==> config.mk <==
export PLATFORM = sky130hd
export DESIGN_NAME = ad_ip_jesd204_tpl_adc_frame_align
export DESIGN_NICKNAME = d
export VERILOG_FILES = /design/src/rtl/ad_ip_jesd204_tpl_adc_frame_align_pkg.sv /design/src/rtl/ad_ip_jesd204_tpl_adc_frame_align_lane_shift.sv /design/src/rtl/ad_ip_jesd204_tpl_adc_frame_align.sv
export SDC_FILE = /design/constraint.sdc
export NUM_CORES = 1
export LEC_CHECK = 0
export BUFFER_PORTS_ARGS = -buffer_cell sky130_fd_sc_hd__buf_2
export CAP_MARGIN = 20
export CORE_AREA = 3 3 96 98
export CTS_CLUSTER_SIZE = 12
export DETAILED_ROUTE_END_ITERATION = 8
export DIE_AREA = 0 0 99 101
export PLACE_DENSITY = 0.79
export SLEW_MARGIN = 20
export SYNTH_ARGS = -nofsm -noshare
export SYNTH_HDL_FRONTEND = slang
export SYNTH_SLANG_ARGS = --single-unit
==> constraint.sdc <==
create_clock -name clk -period 3.9 [get_ports clk]
set_clock_uncertainty 0.1 [all_clocks]
set_input_delay 0.78 -clock clk [delete_from_list [all_inputs] [get_ports clk]]
set_output_delay 0.78 -clock clk [all_outputs]
set_load 0.02 [all_outputs]
==> src/rtl/ad_ip_jesd204_tpl_adc_frame_align_pkg.sv <==
// Shared types and modulo-F helpers for the JESD204 TPL ADC frame aligner.
package ad_ip_jesd204_tpl_adc_frame_align_pkg;

    typedef enum logic {
        UNLOCKED = 1'b0,
        LOCKED   = 1'b1
    } align_state_e;

    localparam int MAX_OCTETS = 8;

    // Conditional-subtract wrap; inputs never exceed f-1+MAX_OCTETS.
    function automatic int pos_mod(input int val, input int f);
        int r;
        r = val;
        for (int k = 0; k < 2*MAX_OCTETS; k++) begin
            if (r >= f) r = r - f;
        end
        return r;
    endfunction

    function automatic int next_pos(input int pos, input int opb, input int f);
        return pos_mod(pos + opb, f);
    endfunction

    // Bit i set when octet i of a beat starting at frame position pos is a frame start.
    function automatic logic [MAX_OCTETS-1:0] sof_pattern(input int pos, input int opb, input int f);
        logic [MAX_OCTETS-1:0] pat;
        int p;
        pat = '0;
        p = pos;
        for (int i = 0; i < MAX_OCTETS; i++) begin
            if (i < opb) pat[i] = (p == 0);
            p = p + 1;
            if (p >= f) p = 0;
        end
        return pat;
    endfunction

endpackage

==> src/rtl/ad_ip_jesd204_tpl_adc_frame_align_lane_shift.sv <==
// Per-lane one-beat history plus octet window mux selected by the frame offset.
module ad_ip_jesd204_tpl_adc_lane_shift
    import ad_ip_jesd204_tpl_adc_frame_align_pkg::*;
#(
    parameter int OCTETS_PER_BEAT = 4,
    parameter int OFF_W           = 2
) (
    input  logic                         clk,
    input  logic                         resetn,
    input  logic                         load,
    input  logic [OFF_W-1:0]             offset,
    input  logic [8*OCTETS_PER_BEAT-1:0] cur,
    output logic [8*OCTETS_PER_BEAT-1:0] shifted
);

    logic [8*OCTETS_PER_BEAT-1:0]       prev;
    logic [2*OCTETS_PER_BEAT-1:0][7:0]  win;
    logic [OFF_W:0]                     idx;

    always_ff @(posedge clk or negedge resetn) begin
        if (!resetn) prev <= '0;
        else if (load) prev <= cur;
    end

    // Window of two beats: octet offset of prev lands on output octet 0.
    assign win = {cur, prev};

    always_comb begin
        shifted = '0;
        idx     = '0;
        for (int j = 0; j < OCTETS_PER_BEAT; j++) begin
            idx = (OFF_W+1)'(j) + {1'b0, offset};
            shifted[j*8 +: 8] = win[idx];
        end
    end

endmodule

==> src/rtl/ad_ip_jesd204_tpl_adc_frame_align.sv <==
// JESD204 TPL ADC frame aligner: locks on link SOF, byte-shifts lanes, tracks and counts misalignment.
module ad_ip_jesd204_tpl_adc_frame_align
    import ad_ip_jesd204_tpl_adc_frame_align_pkg::*;
#(
    parameter int NUM_LANES        = 1,
    parameter int OCTETS_PER_BEAT  = 4,
    parameter int OCTETS_PER_FRAME = 2,
    parameter int ERR_CNT_WIDTH    = 8
) (
    input  logic                                   clk,
    input  logic                                   resetn,
    input  logic                                   link_valid,
    input  logic [OCTETS_PER_BEAT-1:0]             link_sof,
    input  logic [NUM_LANES*8*OCTETS_PER_BEAT-1:0] link_data,
    output logic                                   link_ready,
    input  logic                                   cfg_realign,
    output logic                                   out_valid,
    output logic [OCTETS_PER_BEAT-1:0]             out_sof,
    output logic [NUM_LANES*8*OCTETS_PER_BEAT-1:0] out_data,
    output logic                                   status_locked,
    output logic                                   status_err,
    output logic [ERR_CNT_WIDTH-1:0]               status_err_cnt
);

    localparam int OPB    = OCTETS_PER_BEAT;
    localparam int F      = OCTETS_PER_FRAME;
    localparam int LANE_W = 8*OPB;
    localparam int POS_W  = (F > 1) ? $clog2(F) : 1;
    localparam int OFF_W  = $clog2(OPB);

    align_state_e                  state;
    logic [OFF_W-1:0]              offset;
    logic [OFF_W-1:0]              sof_idx;
    logic [POS_W-1:0]              in_pos;
    logic [POS_W-1:0]              out_pos;
    logic [OPB-1:0]                expected;
    logic                          sof_match;
    logic [NUM_LANES*LANE_W-1:0]   shifted;

    for (genvar l = 0; l < NUM_LANES; l++) begin : g_lane
        ad_ip_jesd204_tpl_adc_lane_shift #(
            .OCTETS_PER_BEAT (OPB),
            .OFF_W           (OFF_W)
        ) i_shift (
            .clk     (clk),
            .resetn  (resetn),
            .load    (link_valid),
            .offset  (offset),
            .cur     (link_data[l*LANE_W +: LANE_W]),
            .shifted (shifted[l*LANE_W +: LANE_W])
        );
    end

    always_comb begin
        sof_idx = '0;
        for (int i = OPB-1; i >= 0; i--) begin
            if (link_sof[i]) sof_idx = OFF_W'(i);
        end
    end

    assign expected      = OPB'(sof_pattern(int'(in_pos), OPB, F));
    assign sof_match     = (state == LOCKED) && (link_sof == expected);
    assign status_locked = (state == LOCKED);

    always_ff @(posedge clk or negedge resetn) begin
        if (!resetn) begin
            state          <= UNLOCKED;
            offset         <= '0;
            in_pos         <= '0;
            out_pos        <= '0;
            link_ready     <= 1'b0;
            out_valid      <= 1'b0;
            out_sof        <= '0;
            out_data       <= '0;
            status_err     <= 1'b0;
            status_err_cnt <= '0;
        end else begin
            link_ready <= 1'b1;
            out_valid  <= 1'b0;
            status_err <= 1'b0;
            if (cfg_realign) begin
                state <= UNLOCKED;
            end else if (link_valid) begin
                if (sof_match) begin
                    in_pos    <= POS_W'(next_pos(int'(in_pos), OPB, F));
                    out_pos   <= POS_W'(next_pos(int'(out_pos), OPB, F));
                    out_sof   <= OPB'(sof_pattern(int'(out_pos), OPB, F));
                    out_data  <= shifted;
                    out_valid <= 1'b1;
                end else begin
                    if (state == LOCKED) begin
                        status_err <= 1'b1;
                        if (status_err_cnt != '1)
                            status_err_cnt <= status_err_cnt + ERR_CNT_WIDTH'(1);
                    end
                    // The offending beat doubles as a lock candidate, so relock costs no extra beat.
                    if (link_sof != '0) begin
                        state   <= LOCKED;
                        offset  <= sof_idx;
                        in_pos  <= POS_W'(pos_mod(OPB - int'(sof_idx), F));
                        out_pos <= '0;
                    end else begin
                        state <= UNLOCKED;
                    end
                end
            end
        end
    end

endmodule

==> results of run 1 <==
==> layer usage <==
metal  vias to the layer above  routed length (um)
li1                       1319                   -
met1                      1525                3910
met2                        68                4760
met3                        10                 420
met4                         0                 130
met5                         -                   0
==> placed cells by master, fill, tap and decap left out, types with 3 or more instances in the layout <==
cell                       count
sky130_fd_sc_hd__nor2_1        4
sky130_fd_sc_hd__mux4_2       21
sky130_fd_sc_hd__xor2_1        5
sky130_fd_sc_hd__clkbuf_8      9
sky130_fd_sc_hd__clkinv_2      3
sky130_fd_sc_hd__mux2_4       10
sky130_fd_sc_hd__mux2_2       75
sky130_fd_sc_hd__nand2_1       3
sky130_fd_sc_hd__dfrtp_1      81
sky130_fd_sc_hd__inv_1         6
sky130_fd_sc_hd__buf_4         7
sky130_fd_sc_hd__nor3_1        4
sky130_fd_sc_hd__mux4_1       27
sky130_fd_sc_hd__ha_1          3
sky130_fd_sc_hd__a21oi_1       3
sky130_fd_sc_hd__buf_2        86
==> metrics by stage <==
stage | cell area, um2 | util, % | power (uW)
after floorplan | 4720 | - | 1510
after global placement | 5190 | 60.7 | 1660
after detailed placement | 5190 | 60.7 | 1680
after CTS | 5350 | 62.6 | 2220
after global routing | 5360 | 62.6 | 2320
final | 5360 | 62.6 | 2200
==> layout make-up <==
cell class / count / area, um2 / share of cell area, %
Multi-Input combinational cell: 179 / 2490 / 46.5
Sequential cell: 82 / 2050 / 38.3
Timing Repair Buffer: 94 / 494 / 9.23
Tap cell: 108 / 135 / 2.52
Clock buffer: 11 / 131 / 2.45
Clock inverter: 5 / 31.3 / 0.584
Inverter: 6 / 22.5 / 0.420
==> cell families (layout without fill, tap and decap cells) <==
logic type,count (synthesis),after routing,share of synthesized area [%]
multiplexers,135,135,46.5
AND/OR/NAND/NOR,26,26,3.15
flip-flops,82,82,43.5
AO/OA/AOI/OAI,9,9,1.19
XOR/XNOR,5,5,0.927
other,1,1,0.0794
buffers and inverters,31,116,3.87
adder cells (fa/ha/maj),3,3,0.795
==> power by group through the flow <==
stage,logic (uW),registers [uW],clock network (uW)
6_report,644,1010,546
5_1_grt,696,1030,591
4_1_cts,653,1010,555
3_5_place_dp,649,1030,0
3_3_place_gp,633,1020,0
2_1_floorplan,447,1060,0
==> flip-flops by register name, summed over array words and instances, names as in the netlist <==
signal	cells
g_lane.i_shift.prev	32
in_pos	1
link_ready	1
offset	2
out_data	32
out_pos	1
out_sof	2
out_valid	1
status_err	1
status_err_cnt	8
status_locked	1
==> worst max-delay path by stage <==
stage / cells after the start / start / slack (ns) / endpoint
floorplan: 10 / offset[0] / 1.08 / out_data[15]
global placement: 7 / link_sof[1] / 1.30 / out_data[22]
detailed placement: 7 / link_sof[1] / 1.22 / out_data[15]
CTS: 5 / offset[0] / 1.27 / out_data[8]
global route: 5 / offset[0] / 1.14 / out_data[8]
finish: 5 / offset[0] / 1.31 / out_data[8]
==> critical path, stage by stage, from the launching register on <==
cell and delay [ns]:
sky130_fd_sc_hd__dfrtp_2 0.60, sky130_fd_sc_hd__ha_1 0.67, sky130_fd_sc_hd__buf_4 0.28, sky130_fd_sc_hd__mux4_1 0.29
sky130_fd_sc_hd__mux2_2 0.28, sky130_fd_sc_hd__mux2_4 0.25
==> impl_summary.md, run 1 <==
Clock network
The number of H-tree levels is 3. The cell sitting at the root of the clock tree is a sky130_fd_sc_hd__clkbuf_8. Clock tree synthesis inserted a total of 9 buffers. After clock tree synthesis, the clock-pin slew on the worst setup and hold paths is 0.08 ns. Clock latency on the worst-skew pair, taken at its later pin, is 0.35 ns. The number of clock sinks is 82. The post-CTS setup buffer count is 0. The longest clock path from root to sink contains 2 buffers.

Once the clock tree was built, the resizer swapped 0 gates to a different size. The number of hold-repair buffers added at the cts stage is 0. The clock tree from TritonCTS is done.

Logic synthesis
In the synthesized netlist the dominant register cell turns out to be sky130_fd_sc_hd__dfrtp_1. sky130_fd_sc_hd__dfrtp_1 takes more of the synthesized area than any other cell. sky130_fd_sc_hd__dfrtp_1 is the most common cell in the netlist. The number of enable flip-flop cells after synthesis is 0. The number of instances in the synthesized netlist is 292. For this run, the number of Yosys warnings is 0. In the synthesized netlist, the cells that appear most often are sky130_fd_sc_hd__dfrtp_1 (82), sky130_fd_sc_hd__mux2_2 (75), sky130_fd_sc_hd__mux4_1 (27). The synthesized flop and latch total is 82. Synthesis produced a netlist with a net count of 335. The async set-or-reset flop fraction in the synthesized netlist is 100%. The distinct cell type count after synthesis is 35. Dividing the synthesized area by the synthesized cell count gives 16.2 um2. In this run the biggest area consumer among cell types represents 43.5% of the synthesized area. The share of the Yosys chip area taken by registers is 43.5%. Summing every instance area after synthesis gives 4720 um2. Sorting the synthesized cells by area gives the leading types as sky130_fd_sc_hd__dfrtp_1 (43%), sky130_fd_sc_hd__mux2_2 (18%), sky130_fd_sc_hd__mux4_1 (15%), sky130_fd_sc_hd__mux4_2 (10%), sky130_fd_sc_hd__mux2_4 (3.2%).

Final layout
The share of post-route cells with drive strength above 1 is 57.3%. The area added between synthesis and finish is 13.4%. The number of diodes added for antenna fixing is 0. The final net count is 415.

The count of non-filler cells in the finished layout is 485. The filler cells instantiated in the layout total 640.

Global route
The number of antenna violations at the first check in global routing was 0. The met1 capacity usage during global routing is 26.1%. Global routing used 33.5% of the available met2 tracks. The overall routing resource usage is 19.8%.

The via count of the first global-routing pass is 3131. The layer with the highest usage is met2. The total overflow left after global routing is 0. The met3 track demand over resource is 3.60%. The first global-routing pass estimated 15700 um of wire. Entering global routing, the biggest net connects 83 pins.

Place
Timing analysis after detailed placement gives a worst setup slack of 1.22 ns. After detailed placement, the design holds a cell count of 469. The count of input and output buffers is 87.

Routability-driven placement finished with a final weighted congestion of 0.778. The HPWL reported at the end of detailed placement is 6410 um.

STA
Timing would allow up to 385 MHz. The final hold slack is 0.351 ns. The relative slew slack is 46.6%. The number of pins exceeding their max-slew limit in the final report came to 0. The transition at the pin with the smallest max-transition slack is 0.801 ns. The summed negative setup slack over all endpoints is 0 ns. The total count of hold-check failures in the final report is 0.

Setup repair after global routing left no endpoint under its margin. The count of final setup violators is 0. For the finished layout, the period the worst path requires is 2.59 ns.

The final cycle utilization of the critical path is 66.5%. Setup slack on the critical path of the routed design comes to 1.31 ns.

Die
The standard cell core area is 8550 um2. The die is 99 um wide. The floorplan step defined a die boundary enclosing 10000 um2. The die is 101 um tall.

The floorplan has 34 rows. The number of I/O pins is 88. For this configuration, the core starts out at a cell density of 55.2%.

Job
Across the run, the number of max-cap violations was 0.

Power and ir drop
The analysis attributes to cell leakage a power of 0.00251 uW. The proportion of power drawn by combinational gates is 29.2%. For this design the ratio of total power to cell area is 411 nW/um2. The register share of total power is 46.0%. In this run the power spent charging and discharging nets is 672 uW. VDD sags by at most 0.000217 V. The internal power is 1530 uW. The share of total power consumed by net switching is 30.5%. In this run, the clock network consumes 24.8% of the power.

Worst setup path
The startpoint of the lowest-slack register-to-register path is offset[0]. The type of element launching the critical path is a flip-flop. Data on the critical path is required at its endpoint by 4.03 ns.

The endpoint identified for the worst register-to-register timing path is out_data[8]. At the worst endpoint, the arrival time is 2.73 ns. The maximum fanout along the worst path is 16.

In this run the register-to-register setup slack is 1.31 ns. The kind of critical path is reg -> reg. The cell depth of the worst flop-to-flop path is 5. The worst setup path is captured at a flip-flop.

Hold path
The min-delay analysis places its worst path in the category in -> async.

Drt
The first-pass detailed-route iteration total is 4. The count of nets left with antenna violations once routing finished came out at 0. Across all layers, the routed design uses 2922 vias. After detailed routing, the average wire length per cell comes to 19.0 um. The number of DRC markers in iteration 0 is 133.

The number of design rule violations left after detail routing is 0. The final wirelength is 9220 um. After detailed routing, the number of vias per cell comes to 6.02.

Run status
The run finished with clean final reports.
No activity file was read; power rests on OpenSTA's default activity.
==> inputs of run 2 (changes only) <==
ABC_AREA = 1   (was not set)
CORE_AREA = 3 3 100 102   (was 3 3 96 98)
DIE_AREA = 0 0 103 105   (was 0 0 99 101)
PLACE_DENSITY = 0.76   (was 0.79)
clock period = 2.15 ns   (was 3.9 ns; I/O delays follow)
==> impl_summary.md, run 2 <==
Global route
The via count of the first global-routing pass is 4645 (was 3131). The global-route wire length before repair is 22300 um (was 15700 um). The total grt overflow came to 0 (unchanged).

The overall routing resource usage is 25.9% (was 19.8%). The number of antenna violations at the first check in global routing is 0 (unchanged). The maximum number of pins on one net before global-route repair was 49 (was 83).

STA
The final critical delay including setup and external delays was 1.79 ns (was 2.59 ns). The final cycle utilization of the critical path came to 83.4% (was 66.5%). The final hold slack came to 0.192 ns (was 0.351 ns). The count of final setup violators is 0 (unchanged). The number of pins exceeding their max-slew limit in the final report came to 0 (unchanged). The summed negative setup slack over all endpoints is 0 ns (unchanged). RSZ-0062 raised after global routing: false (unchanged). The fmax is 557 MHz (was 385 MHz). The post-route worst setup slack was 0.356 ns (was 1.31 ns).

The total count of hold-check failures in the final report is 0 (unchanged).

Logic synthesis
The total number of yosys warnings is 0 (unchanged). The dominant register cell in the synthesized netlist is sky130_fd_sc_hd__dfrtp_1 (unchanged). The sequential fraction of the synthesis area is 43.9% (was 43.5%). The summed instance area of the synthesized netlist is 4670 um2 (was 4720 um2). The number of instances in the synthesized netlist is 659 (was 292).

The async set-or-reset flop fraction in the synthesized netlist is 100% (unchanged). The area share of the largest cell type after synthesis was 43.9% (was 43.5%). The mean area per synthesized cell came to 7.09 um2 (was 16.2 um2).

Top cells by area in the synthesized netlist: sky130_fd_sc_hd__dfrtp_1 (44%), sky130_fd_sc_hd__nand2_1 (19%), sky130_fd_sc_hd__nand3_1 (11%), sky130_fd_sc_hd__o21ai_0 (7.5%), sky130_fd_sc_hd__inv_1 (3.2%) (was sky130_fd_sc_hd__dfrtp_1 (43%), sky130_fd_sc_hd__mux2_2 (18%), sky130_fd_sc_hd__mux4_1 (15%), sky130_fd_sc_hd__mux4_2 (10%), sky130_fd_sc_hd__mux2_4 (3.2%)). Commonest cells in the netlist: sky130_fd_sc_hd__nand2_1 (242), sky130_fd_sc_hd__nand3_1 (100), sky130_fd_sc_hd__dfrtp_1 (82) (was sky130_fd_sc_hd__dfrtp_1 (82), sky130_fd_sc_hd__mux2_2 (75), sky130_fd_sc_hd__mux4_1 (27)). The dominant cell type by area after synthesis is sky130_fd_sc_hd__dfrtp_1 (unchanged). The synthesized netlist net count is 702 (was 335). The distinct cell type count after synthesis is 29 (was 35). The synthesized flop and latch total is 82 (unchanged). The number of enable flip-flop cells after synthesis is 0 (unchanged). The most frequently used cell type in the post-synthesis netlist was sky130_fd_sc_hd__nand2_1 (was sky130_fd_sc_hd__dfrtp_1).

Die
The placement row count is 35 (was 34). The standard cell core area was 9200 um2 (was 8550 um2). The chip width is 103 um (was 99 um).

The initial core utilization was 50.8% (was 55.2%). The overall die area is 10800 um2 (was 10000 um2). The number of I/O pins is 88 (unchanged). The die outline height was 105 um (was 101 um).

Drt
The final wirelength was 13400 um (was 9220 um). The first-pass detailed-route iteration total is 5 (was 4). The number of design rule violations left after detail routing is 0 (unchanged). The final routed wire length divided by cell count was 15.8 um (was 19.0 um).

The ratio of routed vias to standard cells is 5.60 (was 6.02). The routed via count is 4746 (was 2922). The final antenna-violating net count came to 0 (unchanged). The number of DRC markers in iteration 0 is 223 (was 133).

Final layout
Top library cells by usage in the layout, fill and taps aside: sky130_fd_sc_hd__nand2_1 (242), sky130_fd_sc_hd__nand3_1 (100), sky130_fd_sc_hd__buf_2 (86) (was sky130_fd_sc_hd__buf_2 (86), sky130_fd_sc_hd__dfrtp_1 (81), sky130_fd_sc_hd__mux2_2 (75)). The leading cell type in the layout, fill and taps excluded is sky130_fd_sc_hd__nand2_1 (was sky130_fd_sc_hd__buf_2). The number of diodes added for antenna fixing came to 0 (unchanged). The area added between synthesis and finish was 15.4% (was 13.4%). Top flop regs: g_lane.i_shift.prev: 32 flops, out_data: 32 flops, status_err_cnt: 8 flops (unchanged). The share of post-route cells with drive strength above 1 is 17.4% (was 57.3%). The final net count was 775 (was 415). The post-route cell area is 5390 um2 (was 5360 um2).

Clock network
The post-CTS setup buffer count was 0 (unchanged). The number of H-tree levels is 3 (unchanged). The clock tree from TritonCTS is done (unchanged). The clock transition at the registers of the reported paths is 0.09 ns (was 0.08 ns). The clock latency on the worst-skew pair is 0.35 ns (about the same). The clock tree root buffer cell is sky130_fd_sc_hd__clkbuf_8 (unchanged). The number of buffers inserted during clock tree synthesis was 9 (unchanged). The number of clock sinks came to 82 (unchanged). The maximum number of buffers from clock root to sink is 2 (unchanged).

Power and ir drop
The register share of total power is 40.4% (was 46.0%). The clock power share is 21.3% (was 24.8%). The total power density per cell area is 958 nW/um2 (was 411 nW/um2). The net load switching power is 2110 uW (was 672 uW). The internal power is 3050 uW (was 1530 uW).

The maximum vdd ir drop was 0.000501 V (was 0.000217 V). The static power due to leakage was 0.00286 uW (was 0.00251 uW). The share of total power consumed by net switching is 40.9% (was 30.5%). The proportion of power drawn by combinational gates is 38.3% (was 29.2%).

Worst setup path
The kind of capture point of the worst setup path is a flip-flop (unchanged). The peak per-stage delay on the critical path was 0.37 ns (was 0.67 ns). The cell at the slowest stage of the critical path is sky130_fd_sc_hd__buf_4 (was sky130_fd_sc_hd__ha_1). The cell class contributing the biggest share of worst-path delay is buffers and inverters (was multiplexers). The kind of critical path was reg -> reg (unchanged). The type of element launching the critical path is a flip-flop (unchanged). The cell repeated most along the worst path is sky130_fd_sc_hd__nand2_1. The data arrival time of the critical path is 1.94 ns (was 2.73 ns). The maximum fanout along the worst path is 47 (was 16). Cell breakdown of the critical path: buf_4 > buf_4 > nand2_1 > o21ai_0 > o21ai_0 > nand2_1 > nand2_1 (was ha_1 > buf_4 > mux4_1 > mux2_2 > mux2_4).

The buffering stage count on the worst path with inverters included is 2 (was 1). The required time at the worst-slack endpoint is 2.29 ns (was 4.03 ns).

Place
The post-place instance area is 5190 um2 (about the same). The worst setup timing slack at the placement stage came to 0.398 ns (was 1.22 ns). The HPWL reported at the end of detailed placement is 9490 um (was 6410 um). The count of input and output buffers is 87 (unchanged). The global placement routability congestion is 0.919 (was 0.778).

Run status
Run status: finished, final reports clean (unchanged).

Job
The max-cap violation count was 0 (unchanged).

Hold path
The path type of the worst min-delay path is in -> reg (was in -> async).
run 2: cell type report:
cell class | count | area (um2)
Clock buffer | 10 | 128
Clock inverter | 5 | 56.3
Fill cell | 875 | 3810
Inverter | 43 | 161
Multi-Input combinational cell | 491 | 2240
Sequential cell | 82 | 2050
Tap cell | 111 | 139
Timing Repair Buffer | 105 | 613
run 2: final timing paths:
check | start | cells after the start | slack (ns) | endpoint
setup / recovery | offset[0] | 7 | 0.36 | out_data[3]
hold / removal | link_data[20] | 3 | 0.19 | g_lane[0].i_shift.prev[20]
setup reg to reg | offset[0] | 7 | 0.36 | out_data[3]
hold reg to reg | out_pos | 2 | 0.39 | out_sof[1]
max in group asynchronous | resetn | 3 | 0.90 | g_lane[0].i_shift.prev[17]
min in group asynchronous | resetn | 2 | 0.42 | g_lane[0].i_shift.prev[5]
run 2: per-layer routing:
| metal | up-vias | part of all wire, % | wire (um) | track usage [%] |
|---|---|---|---|---|
| li1 | 2295 | - | - | - |
| met5 | - | 0 | 0 | 0 |
| met2 | 204 | 49 | 6520 | 42.7 |
| met4 | 0 | 3.0 | 405 | 7.96 |
| met1 | 2215 | 42 | 5570 | 34.2 |
| met3 | 32 | 6.8 | 909 | 4.74 |
run 2: through the flow:
stage,instances,power [uW],utilization (%)
2_1_floorplan,659,3400,-
3_3_place_gp,831,4030,56.5
3_5_place_dp,831,4080,56.5
4_1_cts,847,5170,58.6
5_1_grt,847,5540,58.6
6_report,847,5160,58.6
run 2: cell families after synthesis:
| group | Yosys count | share of synthesized area (%) |
|---|---|---|
| AO/OA/AOI/OAI | 118 | 13.2 |
| XOR/XNOR | 3 | 0.563 |
| adder cells (fa/ha/maj) | 3 | 0.804 |
| buffers and inverters | 86 | 8.15 |
| flip-flops | 82 | 43.9 |
| other | 1 | 0.0803 |
| AND/OR/NAND/NOR | 366 | 33.3 |
run 2: power groups by stage:
stage                     clock network, uW  logic [uW]  registers, uW
after floorplan                           0        1000           2390
final                                  1100        1980           2080
after CTS                              1110        1980           2080
after global placement                    0        1930           2100
after detailed placement                  0        1970           2110
after global routing                   1190        2220           2130
run 2: tightest hold or removal path, cell delays in order:
cell	delay (ns)
sky130_fd_sc_hd__buf_2	0.09
sky130_fd_sc_hd__nand2_1	0.04
sky130_fd_sc_hd__nand2_1	0.05
run 2: timing repair:
action | 4_1_cts | 5_1_grt
gates resized for setup | 0 | 0
hold endpoints to repair | 20 | 0
setup endpoints to repair | 0 | 0
hold buffers | 1 | 0
==> inputs of run 3 (changes only) <==
ABC_AREA = 0   (was 1)
CORE_AREA = 3 3 96 98   (was 3 3 100 102)
DIE_AREA = 0 0 99 101   (was 0 0 103 105)
PLACE_DENSITY = 0.79   (was 0.76)
clock period = 1.77 ns   (was 2.15 ns; I/O delays follow)
==> impl_summary.md, run 3 (synthesized netlist as in run 1, its figures left out) <==
STA
The post-route worst setup slack came to -0.247 ns (was 0.356 ns). RSZ-0062 raised after global routing: true (was false). The fmax is 496 MHz (was 557 MHz).

The number of pins exceeding their max-slew limit in the final report is 0 (unchanged). The total count of hold-check failures in the final report is 0 (unchanged). The summed negative setup slack over all endpoints came to -3.94 ns (was 0 ns). The count of final setup violators is 22 (was 0).

The final critical delay including setup and external delays came to 2.02 ns (was 1.79 ns). The final cycle utilization of the critical path came to 114% (was 83.4%).

Place
The count of input and output buffers came to 87 (unchanged). The post-place instance area came to 5510 um2 (was 5190 um2). The global placement routability congestion is 0.793 (was 0.919). The HPWL reported at the end of detailed placement was 6940 um (was 9490 um). The worst setup timing slack at the placement stage is -0.285 ns (was 0.398 ns).

Worst setup path
The startpoint of the lowest-slack register-to-register path is offset[0] (unchanged). The internal reg-to-reg setup slack was -0.25 ns (was 0.36 ns). The kind of capture point of the worst setup path is a flip-flop (unchanged). The capture point of the worst reg-to-reg path is out_data[11] (was out_data[3]). The type of element launching the critical path was a flip-flop (unchanged). Cell breakdown of the critical path: ha_4 > buf_12 > mux4_2 > mux2_4 > mux2_4 (was buf_4 > buf_4 > nand2_1 > o21ai_0 > o21ai_0 > nand2_1 > nand2_1). The data arrival time of the critical path is 2.16 ns (was 1.94 ns).

The cell repeated most along the worst path was sky130_fd_sc_hd__mux2_4 (was sky130_fd_sc_hd__nand2_1). The required time at the worst-slack endpoint is 1.92 ns (was 2.29 ns). The peak per-stage delay on the critical path is 0.51 ns (was 0.37 ns).

The kind of critical path is reg -> reg (unchanged). The maximum fanout along the worst path is 6 (was 47). The cell depth of the worst flop-to-flop path came to 5 (was 7). The cell at the slowest stage of the critical path is sky130_fd_sc_hd__mux4_2 (was sky130_fd_sc_hd__buf_4).

Final layout
Top library cells by usage in the layout, fill and taps aside: sky130_fd_sc_hd__buf_2 (86), sky130_fd_sc_hd__dfrtp_1 (81), sky130_fd_sc_hd__mux2_2 (54) (was sky130_fd_sc_hd__nand2_1 (242), sky130_fd_sc_hd__nand3_1 (100), sky130_fd_sc_hd__buf_2 (86)). The final net count is 448 (was 775). The number of diodes added for antenna fixing is 0 (unchanged). The post-route cell area is 5890 um2 (was 5390 um2).

The layout filler cell count is 575 (was 875). The final cell utilization of the core was 68.9% (was 58.6%). Top flop regs: g_lane.i_shift.prev: 32 flops, out_data: 32 flops, status_err_cnt: 8 flops (unchanged). The area added between synthesis and finish is 24.8% (was 15.4%). The share of post-route cells with drive strength above 1 is 65.4% (was 17.4%). The leading cell type in the layout, fill and taps excluded was sky130_fd_sc_hd__buf_2 (was sky130_fd_sc_hd__nand2_1).

Drt
The routed via count is 3077 (was 4746). The number of DRC markers in iteration 0 is 127 (was 223). The final antenna-violating net count was 0 (unchanged).

The final wirelength is 9940 um (was 13400 um). The number of design rule violations left after detail routing is 0 (unchanged). The first-pass detailed-route iteration total came to 4 (was 5).

The final routed wire length divided by cell count came to 19.2 um (was 15.8 um). The ratio of routed vias to standard cells was 5.94 (was 5.60).

Run status
Run status: complete, but fails checks (was finished, final reports clean). The checks that failed: negative setup slack.

Power and ir drop
The maximum vdd ir drop is 0.000567 V (was 0.000501 V). The total power density per cell area is 918 nW/um2 (was 958 nW/um2). The static power due to leakage is 0.00274 uW (was 0.00286 uW).

The overall power of the completed layout is 5410 uW (was 5160 uW).

Global route
The number of antenna violations at the first check in global routing came to 0 (unchanged). The overall routing resource usage was 21.2% (was 25.9%). The total grt overflow was 0 (unchanged).

The global-route wire length before repair came to 16500 um (was 22300 um). The maximum number of pins on one net before global-route repair was 36 (was 49). The via count of the first global-routing pass was 3240 (was 4645).

Die
The placement row count is 34 (was 35). The number of I/O pins is 88 (unchanged). The die outline height is 101 um (was 105 um).

The chip width is 99 um (was 103 um). The standard cell core area was 8550 um2 (was 9200 um2). The initial core utilization is 55.2% (was 50.8%). The overall die area was 10000 um2 (was 10800 um2).

Clock network
The clock latency on the worst-skew pair is 0.35 ns (about the same). The number of H-tree levels came to 3 (unchanged). The clock tree from TritonCTS is done (unchanged). The clock transition at the registers of the reported paths is 0.09 ns (about the same). The number of clock sinks is 82 (unchanged). The number of buffers inserted during clock tree synthesis came to 9 (unchanged). The maximum number of buffers from clock root to sink is 2 (unchanged). The clock tree root buffer cell is sky130_fd_sc_hd__clkbuf_8 (unchanged).

Hold path
The hold-critical path endpoint is status_locked (was g_lane[0].i_shift.prev[20]). The number of cells traversed by the worst hold path is 2 (was 3). The path type of the worst min-delay path is in -> reg (unchanged).

The origin of the worst min-delay path is cfg_realign (was link_data[20]).

Job
The max-cap violation count is 0 (unchanged).
[run 3: cell count changes in the layout (fill, tap and decap cells not counted), sizes merged, moves of 7 or more]
| cell | delta |
|---|---|
| nand2 | -240 |
| nand3 | -100 |
| o21ai | -95 |
| mux2 | +85 |
| mux4 | +48 |
| inv | -38 |
| buf | +22 |
| nor2 | -9 |
| a21oi | -8 |
| o211ai | -7 |
[run 3: area by class of cell]
class                   instances  area, um2  area share (%)
multi-input cells             179       2540            43.2
flip-flops and latches         82       2050            34.8
repair buffers                127        942            16.0
inverters                       6       27.5           0.467
clock inverters                 3       22.5           0.382
clock buffers                  13        169            2.87
well taps                     108        135            2.29
[run 3: through the flow]
stage | std cells | hold slack [ns]
2_1_floorplan | 292 | -0.0416
3_3_place_gp | 489 | 0.175
3_5_place_dp | 489 | 0.180
4_1_cts | 514 | 0.0560
5_1_grt | 518 | 0.0560
6_report | 518 | 0.0730
[run 3: worst max-delay path, delay by kind of cell, from the launching register on]
kind       cells  cell delay, ns
buf+inv        1            0.12
fa+ha+maj      1            0.18
flops          1            0.47
mux            3            1.05
[run 3: where the power goes]
part	leakage [uW]	switching [uW]	internal (uW)
Clock	0.0000879	677	626
Sequential	0.00105	177	2060
Combinational	0.00160	727	1140
Total	0.00274	1580	3830
[run 3: worst max path at each step]
| stage | start | endpoint | cells past startpoint |
|---|---|---|---|
| final | offset[0] | out_data[11] | 5 |
| after CTS | offset[0] | out_data[8] | 4 |
| after detailed placement | offset[0] | out_data[15] | 5 |
| after global routing | offset[0] | out_data[9] | 4 |
| after global placement | offset[0] | out_data[15] | 5 |
| after floorplan | offset[0] | out_data[26] | 11 |
[run 3: repair_timing]
item,4_1_cts,5_1_grt
gates resized for setup,28,19
gates cloned,1,0
buffers inserted,7,5
pin swaps,2,1
hold endpoints to repair,20,0
hold buffers,1,0
endpoints found under the setup margin,20,26
[run 3: routing by layer]
metal	vias up	wire length, um	GRT usage [%]
li1	1376	-	-
met3	8	640	5.54
met2	96	5180	36.0
met4	0	96	5.15
met1	1597	4020	27.4
met5	-	0	0
